$ cat config.mk
export PLATFORM = sky130hd
export DESIGN_NAME = kbd_char_fifo
export DESIGN_NICKNAME = d
export VERILOG_FILES = /design/src/rtl/kbd_pkg.sv /design/src/rtl/sync_2ff.sv /design/src/rtl/kbd_char_fifo.sv
export SDC_FILE = /design/constraint.sdc
export NUM_CORES = 1
export LEC_CHECK = 0
export CAP_MARGIN = 30
export CELL_PAD_IN_SITES_DETAIL_PLACEMENT = 2
export CELL_PAD_IN_SITES_GLOBAL_PLACEMENT = 2
export CORE_ASPECT_RATIO = 1.75
export CORE_MARGIN = 5
export CORE_UTILIZATION = 45
export DETAILED_ROUTE_END_ITERATION = 10
export PLACE_DENSITY_LB_ADDON = 0.1
export REMOVE_ABC_BUFFERS = 1
export SYNTH_ARGS = -nofsm -noshare
export SYNTH_HDL_FRONTEND = slang
export SYNTH_HIERARCHICAL = 1
export SYNTH_SLANG_ARGS = --single-unit
$ cat constraint.sdc
create_clock -name clk -period 5.6 [get_ports clk]
set_clock_uncertainty 0.15 [all_clocks]
set_input_delay 1.12 -clock clk [delete_from_list [all_inputs] [get_ports clk]]
set_output_delay 1.12 -clock clk [all_outputs]
set_load 0.02 [all_outputs]
$ cat src/rtl/kbd_pkg.sv
// Shared constants for the keyboard character buffer.
package kbd_pkg;
  localparam int KBD_DEPTH = 16;
  localparam int KBD_PTR_W = 4;
  localparam logic [7:0] ASCII_NUL = 8'h00;
endpackage

$ cat src/rtl/sync_2ff.sv
// Two-flop synchroniser for bringing asynchronous signals into the clk domain.
module sync_2ff #(
  parameter int WIDTH = 1
) (
  input  logic             clk,
  input  logic             rst_n,
  input  logic [WIDTH-1:0] d,
  output logic [WIDTH-1:0] q
);
  logic [WIDTH-1:0] meta;

  always_ff @(posedge clk or negedge rst_n) begin
    if (!rst_n) begin
      meta <= '0;
      q    <= '0;
    end else begin
      meta <= d;
      q    <= meta;
    end
  end
endmodule

$ cat src/rtl/kbd_char_fifo.sv
// Keyboard character buffer: synchronises PS/2 characters into clk and queues
// them in a first-word-fall-through FIFO popped by the CPU.
module kbd_char_fifo
  import kbd_pkg::*;
#(
  parameter int DEPTH = KBD_DEPTH,
  parameter int PTR_W = KBD_PTR_W
) (
  input  logic           clk,
  input  logic           rst_n,
  input  logic [7:0]     key_data,
  input  logic           key_valid,
  input  logic           rd_en,
  input  logic           clr_ovf,
  output logic [7:0]     rd_data,
  output logic           empty,
  output logic           full,
  output logic [PTR_W:0] count,
  output logic           ovf
);
  logic           kv_s;
  logic           kv_d;
  logic [7:0]     data_s;
  logic           wr_req;
  logic           char_ok;
  logic           do_rd;
  logic           wr_ok;
  logic           drop;
  logic [PTR_W-1:0] wr_ptr;
  logic [PTR_W-1:0] rd_ptr;
  logic [PTR_W:0] count_next;
  logic [7:0]     mem [DEPTH];

  sync_2ff #(.WIDTH(1)) u_sync_valid (
    .clk   (clk),
    .rst_n (rst_n),
    .d     (key_valid),
    .q     (kv_s)
  );

  // Data travels through the same depth as the strobe, so it is settled when wr_req fires.
  sync_2ff #(.WIDTH(8)) u_sync_data (
    .clk   (clk),
    .rst_n (rst_n),
    .d     (key_data),
    .q     (data_s)
  );

  always_ff @(posedge clk or negedge rst_n) begin
    if (!rst_n) kv_d <= 1'b0;
    else        kv_d <= kv_s;
  end

  assign wr_req  = kv_s & ~kv_d;
  assign char_ok = wr_req && (data_s != ASCII_NUL);
  assign empty   = (count == '0);
  assign full    = (count == (PTR_W+1)'(DEPTH));
  assign do_rd   = rd_en & ~empty;
  // A pop in the same cycle frees a slot, so a full FIFO can still accept.
  assign wr_ok   = char_ok & (~full | do_rd);
  assign drop    = char_ok & full & ~do_rd;

  always_comb begin
    count_next = count;
    case ({wr_ok, do_rd})
      2'b10:   count_next = count + (PTR_W+1)'(1);
      2'b01:   count_next = count - (PTR_W+1)'(1);
      default: count_next = count;
    endcase
  end

  always_ff @(posedge clk or negedge rst_n) begin
    if (!rst_n) begin
      wr_ptr <= '0;
      rd_ptr <= '0;
      count  <= '0;
      ovf    <= 1'b0;
    end else begin
      if (wr_ok) wr_ptr <= wr_ptr + PTR_W'(1);
      if (do_rd) rd_ptr <= rd_ptr + PTR_W'(1);
      count <= count_next;
      if (drop)         ovf <= 1'b1;
      else if (clr_ovf) ovf <= 1'b0;
    end
  end

  always_ff @(posedge clk) begin
    if (wr_ok) mem[wr_ptr] <= data_s;
  end

  assign rd_data = empty ? ASCII_NUL : mem[rd_ptr];
endmodule

* Word-level counts from Yosys, hierarchy flattened
Memories as Yosys holds them, arrays and structs flattened. Cells that the tools add are included.
Operators by class: reductions and logical operators 5, muxes and demuxes 6, equality and inequality tests 3, bitwise operators 10, add/sub/neg operators 4
Operators with widths (number):
- $pmux 5 s2 | 1
- $add 4x1->4 const B | 2
- $mux 8 | 1
- $reduce_bool 8->1 | 1
- $add 5x1->5 const B | 1
- $and 1x1->1 | 5
- $eq 5x5->1 const B | 1
- $logic_not 5->1 | 1
- $sub 5x1->5 const B | 1
- $mux 1 | 4
- $not 1->1 | 4
- $reduce_bool 2->1 | 2
- $eq 2x1->1 const B | 1
- $eq 2x2->1 const B | 1
- $logic_and 1x1->1 | 1
- $or 1x1->1 | 1
Word-level totals: register bits after elaboration 33, memories kept 1, logic and storage cells 38, output and inout port bits 16, memory bits (writable) 128, bits of input ports 13
Memories:
- mem | depth 16, width 8, rd ports 1, clocked after memory_dff 0, write ports 1, line kbd_char_fifo.sv:32 | logic [7:0] mem [DEPTH];

* Longest topological paths before layout
word-level depth 7, gate-level depth with buffers 9, gate-level depth less buffers 9

* Hierarchy
Netlist, hierarchy kept.
Modules (own cells, without submodules):
- kbd_char_fifo | instances 1, seq. area each 4219.0 um2, cells an instance 295, area an instance 5723.0 um2
- sync_2ff (u_sync_data) | instances 1, seq. area each 400.4 um2, cells an instance 16, area an instance 400.4 um2
- sync_2ff (u_sync_valid) | instances 1, seq. area each 50.0 um2, cells an instance 2, area an instance 50.0 um2

* Worst setup path after synthesis
No wires, ideal clock.
kind register to output, start register count[3], end output rd_data[0], stages on the path, launching flop included 4, arrival time 1846 ps, setup slack 2484 ps, path buffers 0, required time 4330 ps, cell sequence dfrtp_1 > or4_4 > nor2_1 > a21oi_1
Between the ends: cells in the longest elaborated chain, start to end 2
Ends and longest elaborated chain:
- from (decl) | line kbd_char_fifo.sv:18 | output logic [PTR_W:0] count,
- from (signal assigned) | line kbd_char_fifo.sv:81 | count <= count_next;
- $logic_not 5->1 | line kbd_char_fifo.sv:56 | assign empty = (count == '0);
- net empty | line kbd_char_fifo.sv:16 | output logic empty,
- $mux 8 | line kbd_char_fifo.sv:91 | assign rd_data = empty ? ASCII_NUL : mem[rd_ptr];
- to (decl) | line kbd_char_fifo.sv:15 | output logic [7:0] rd_data,
The timed path passes the listed nets, and every way through them passes these cells.

* Worst setup path after layout
start register rd_ptr[0], end output rd_data[5]
Between the ends: cells in the longest elaborated chain, start to end 2
Ends and longest elaborated chain:
- from (decl) | line kbd_char_fifo.sv:30 | logic [PTR_W-1:0] rd_ptr;
- from (signal assigned) | line kbd_char_fifo.sv:80 | if (do_rd) rd_ptr <= rd_ptr + PTR_W'(1);
- $mem_v2 16x8
- $mux 8 | line kbd_char_fifo.sv:91
Every way passes these cells.

==> out/qor.yml <==
run_status: "complete, no violations"
htreeDepth: 4
overflow: 0
synthFlopType: "edfxtp_1"
hold_buffers: 0
die_h_um: 164.9
ant_nets: 0
wl_per_cell_um: 25.82
final_common_cell: "edfxtp_1"
setup_viol_count_final: 0
synth_top_cell_by_area: "edfxtp_1"
start_kind: "register"
synth-edff-count: 128
numPortBuffers: 28
initial_core_util_pct: 45.89
place_congestion: 0.7534
rsz0062_at_grt: "no"
clock-root-buffer: "clkbuf_16"
fin_crit_ns: 4.373
p_per_area_mw_per_mm2: 515.3
post_cts_buffers: 0
die_area_sq_mm: 0.01625
ios: 29
min_period_over_period_pct: 78.09
cts_tree: "yes"
grt_max_degree: 36
required_ns: 4.33
drive_gt1_share_pct: 22.07
synth_top_area_share_pct: 62.26
ys_async_sr_fraction_pct: 20.50
max-slew-margin-rel_pct: 36.31
cts_buffers: 17
synth_seq_area_share_pct: 75.64
end_kind: "output pin"
clk_pin_slew_ns: 0.07
yosys.cell_types.count: 30
seq_area_sq_mm: 0.004672
num-fill-cells: 1174
routed_wl_um: 13970
areaGrowthSynthToFinish_pct: 18.04
grt_pass1_wl_um: 21890
drv_slew: 0
final_cells: 541
nets: 376
arrival_ns: 3.10
post-dp-hpwl_um: 9605
die_x_um: 98.54
dp_cells: 509
path_class: "register to output pin"
max_freq_ghz: 0.2287
cts_resized: 0
setup_tns_ns: 0
cts.sinks: 161
clock_path_buffers: 2
postSynthCellCount: 313
synth_area_leaders: "edfxtp_1, dfrtp_1, mux4_2"
antennaDiodeCount: 0
hold_violations: 0
drc: 0
dr.pass1.iters: 4
grt_pass1_vias: 3543
vias: 2988
drv_cap: 0
power_leakage_nw: 2.462
crit_fanout: 23
antenna_found_initial: 0
std_cell_rows: 56
min_path_type: "register to register"
drt_iter0_markers: 174
synth.cell_area_sq_mm: 0.006173
tightest_slew_ns: 0.9519
core-area_sq_mm: 0.01345
clk_latency_ns: 0.42
grt_use_total_pct: 18.90
mostFrequentLayoutCells: "edfxtp_1, mux4_2, dfrtp_1"
yosysWarnings: 6
synth-seq-cells: 161
syn_avg_cell_area_sq_um: 19.72
multi_input_area_sq_mm: 0.001426
vias_per_cell: 5.523
ir_worst_vdd_mv: 0.3146
-- kinds of logic (layout without fill, tap and decap cells) --
| group | Yosys count | after routing | synth area share, % |
|---|---|---|---|
| XOR/XNOR | 10 | 10 | 1.419 |
| AO/OA/AOI/OAI | 36 | 36 | 4.215 |
| AND/OR/NAND/NOR | 43 | 43 | 3.304 |
| flip-flops | 161 | 161 | 75.64 |
| buffers and inverters | 19 | 73 | 1.257 |
| multiplexers | 35 | 35 | 12.22 |
| adder cells (fa/ha/maj) | 9 | 9 | 1.946 |
-- worst paths after layout --
| check | from | end | slack [ns] | cells after the start |
|---|---|---|---|---|
| max in group asynchronous | rst_n | u_sync_data/q[0]$_DFF_PN0_ | 4.03 | 2 |
| min in group asynchronous | rst_n | ovf$_DFFE_PN0P_ | 0.95 | 2 |
| max reg2reg | u_sync_data/q[1]$_DFF_PN0_ | mem[7][4]$_DFFE_PP_ | 2.16 | 5 |
| max | rd_ptr[0]$_DFFE_PN0P_ | rd_data[5] | 1.23 | 5 |
| min reg2reg | u_sync_data/meta[0]$_DFF_PN0_ | u_sync_data/q[0]$_DFF_PN0_ | 0.21 | 0 |
| min | u_sync_data/meta[0]$_DFF_PN0_ | u_sync_data/q[0]$_DFF_PN0_ | 0.21 | 0 |
-- worst max-delay path: stages (launching register included) --
cell and delay (ns):
dfrtp_2 0.87, buf_4 0.31, mux4_2 0.50, a22oi_1 0.26, a21oi_1 0.15, clkdlybuf4s50_1 0.56
-- cell usage after synthesis (2+ instances only) --
master and number:
buf_2 5, buf_1 5, xnor2_1 9, nor4_1 3, nand2b_1 3, a21o_1 2
nand2_1 11, o21a_1 2, clkbuf_1 4, a21oi_1 11, nor2b_1 2, nor2_1 15
edfxtp_1 128, mux4_2 32, nor3_1 4, dfrtp_1 33, a22oi_1 17, nand4_1 2
inv_1 5, mux2_2 3, ha_1 8
-- routing by layer --
metal / vias to the layer above / wire [um] / global-route usage [%]
li1: 1333 / - / -
met1: 1600 / 5184 / 20.71
met2: 51 / 8316 / 35.67
met3: 4 / 304 / 4.015
met4: 0 / 161 / 6.712
met5: - / 0 / 0
-- layout make-up --
class                           count  area share [%]
Sequential cell                   161           64.11
Tap cell                          174           2.988
Timing Repair Buffer               36           4.670
Clock inverter                     15           2.558
Inverter                            5          0.2576
Clock buffer                       17           5.838
Multi-Input combinational cell    133           19.57
-- report_power, final --
group,leakage (nW),switching (mW),internal [mW]
logic,0.625,0.480,0.524
registers,1.54,0.205,1.40
clock network,0.297,0.542,0.608
-- through the flow --
stage          area [sq um]  setup slack, ns  utilization [%]  hold slack (ns)  power (mW)
6_report               7287            1.227            54.17           0.2058       3.755
5_1_grt                7287            1.028            54.17           0.2210       3.944
4_1_cts                7287            1.116            54.17           0.2080       3.819
3_5_place_dp           6675            1.620            49.62           0.1873       2.652
3_3_place_gp           6675            1.699            49.62           0.1819       2.597
2_1_floorplan          6115            1.895                -           0.1812       2.217
-- flip-flops by register name (all words and copies together) (netlist names) --
signal and cells:
count 5, ovf 1, u_sync_valid/meta 1, wr_ptr 4, u_sync_data/q 8, u_sync_valid/q 1, mem 128, u_sync_data/meta 8
kv_d 1, rd_ptr 4
No activity file was read; power rests on OpenSTA's default activity.
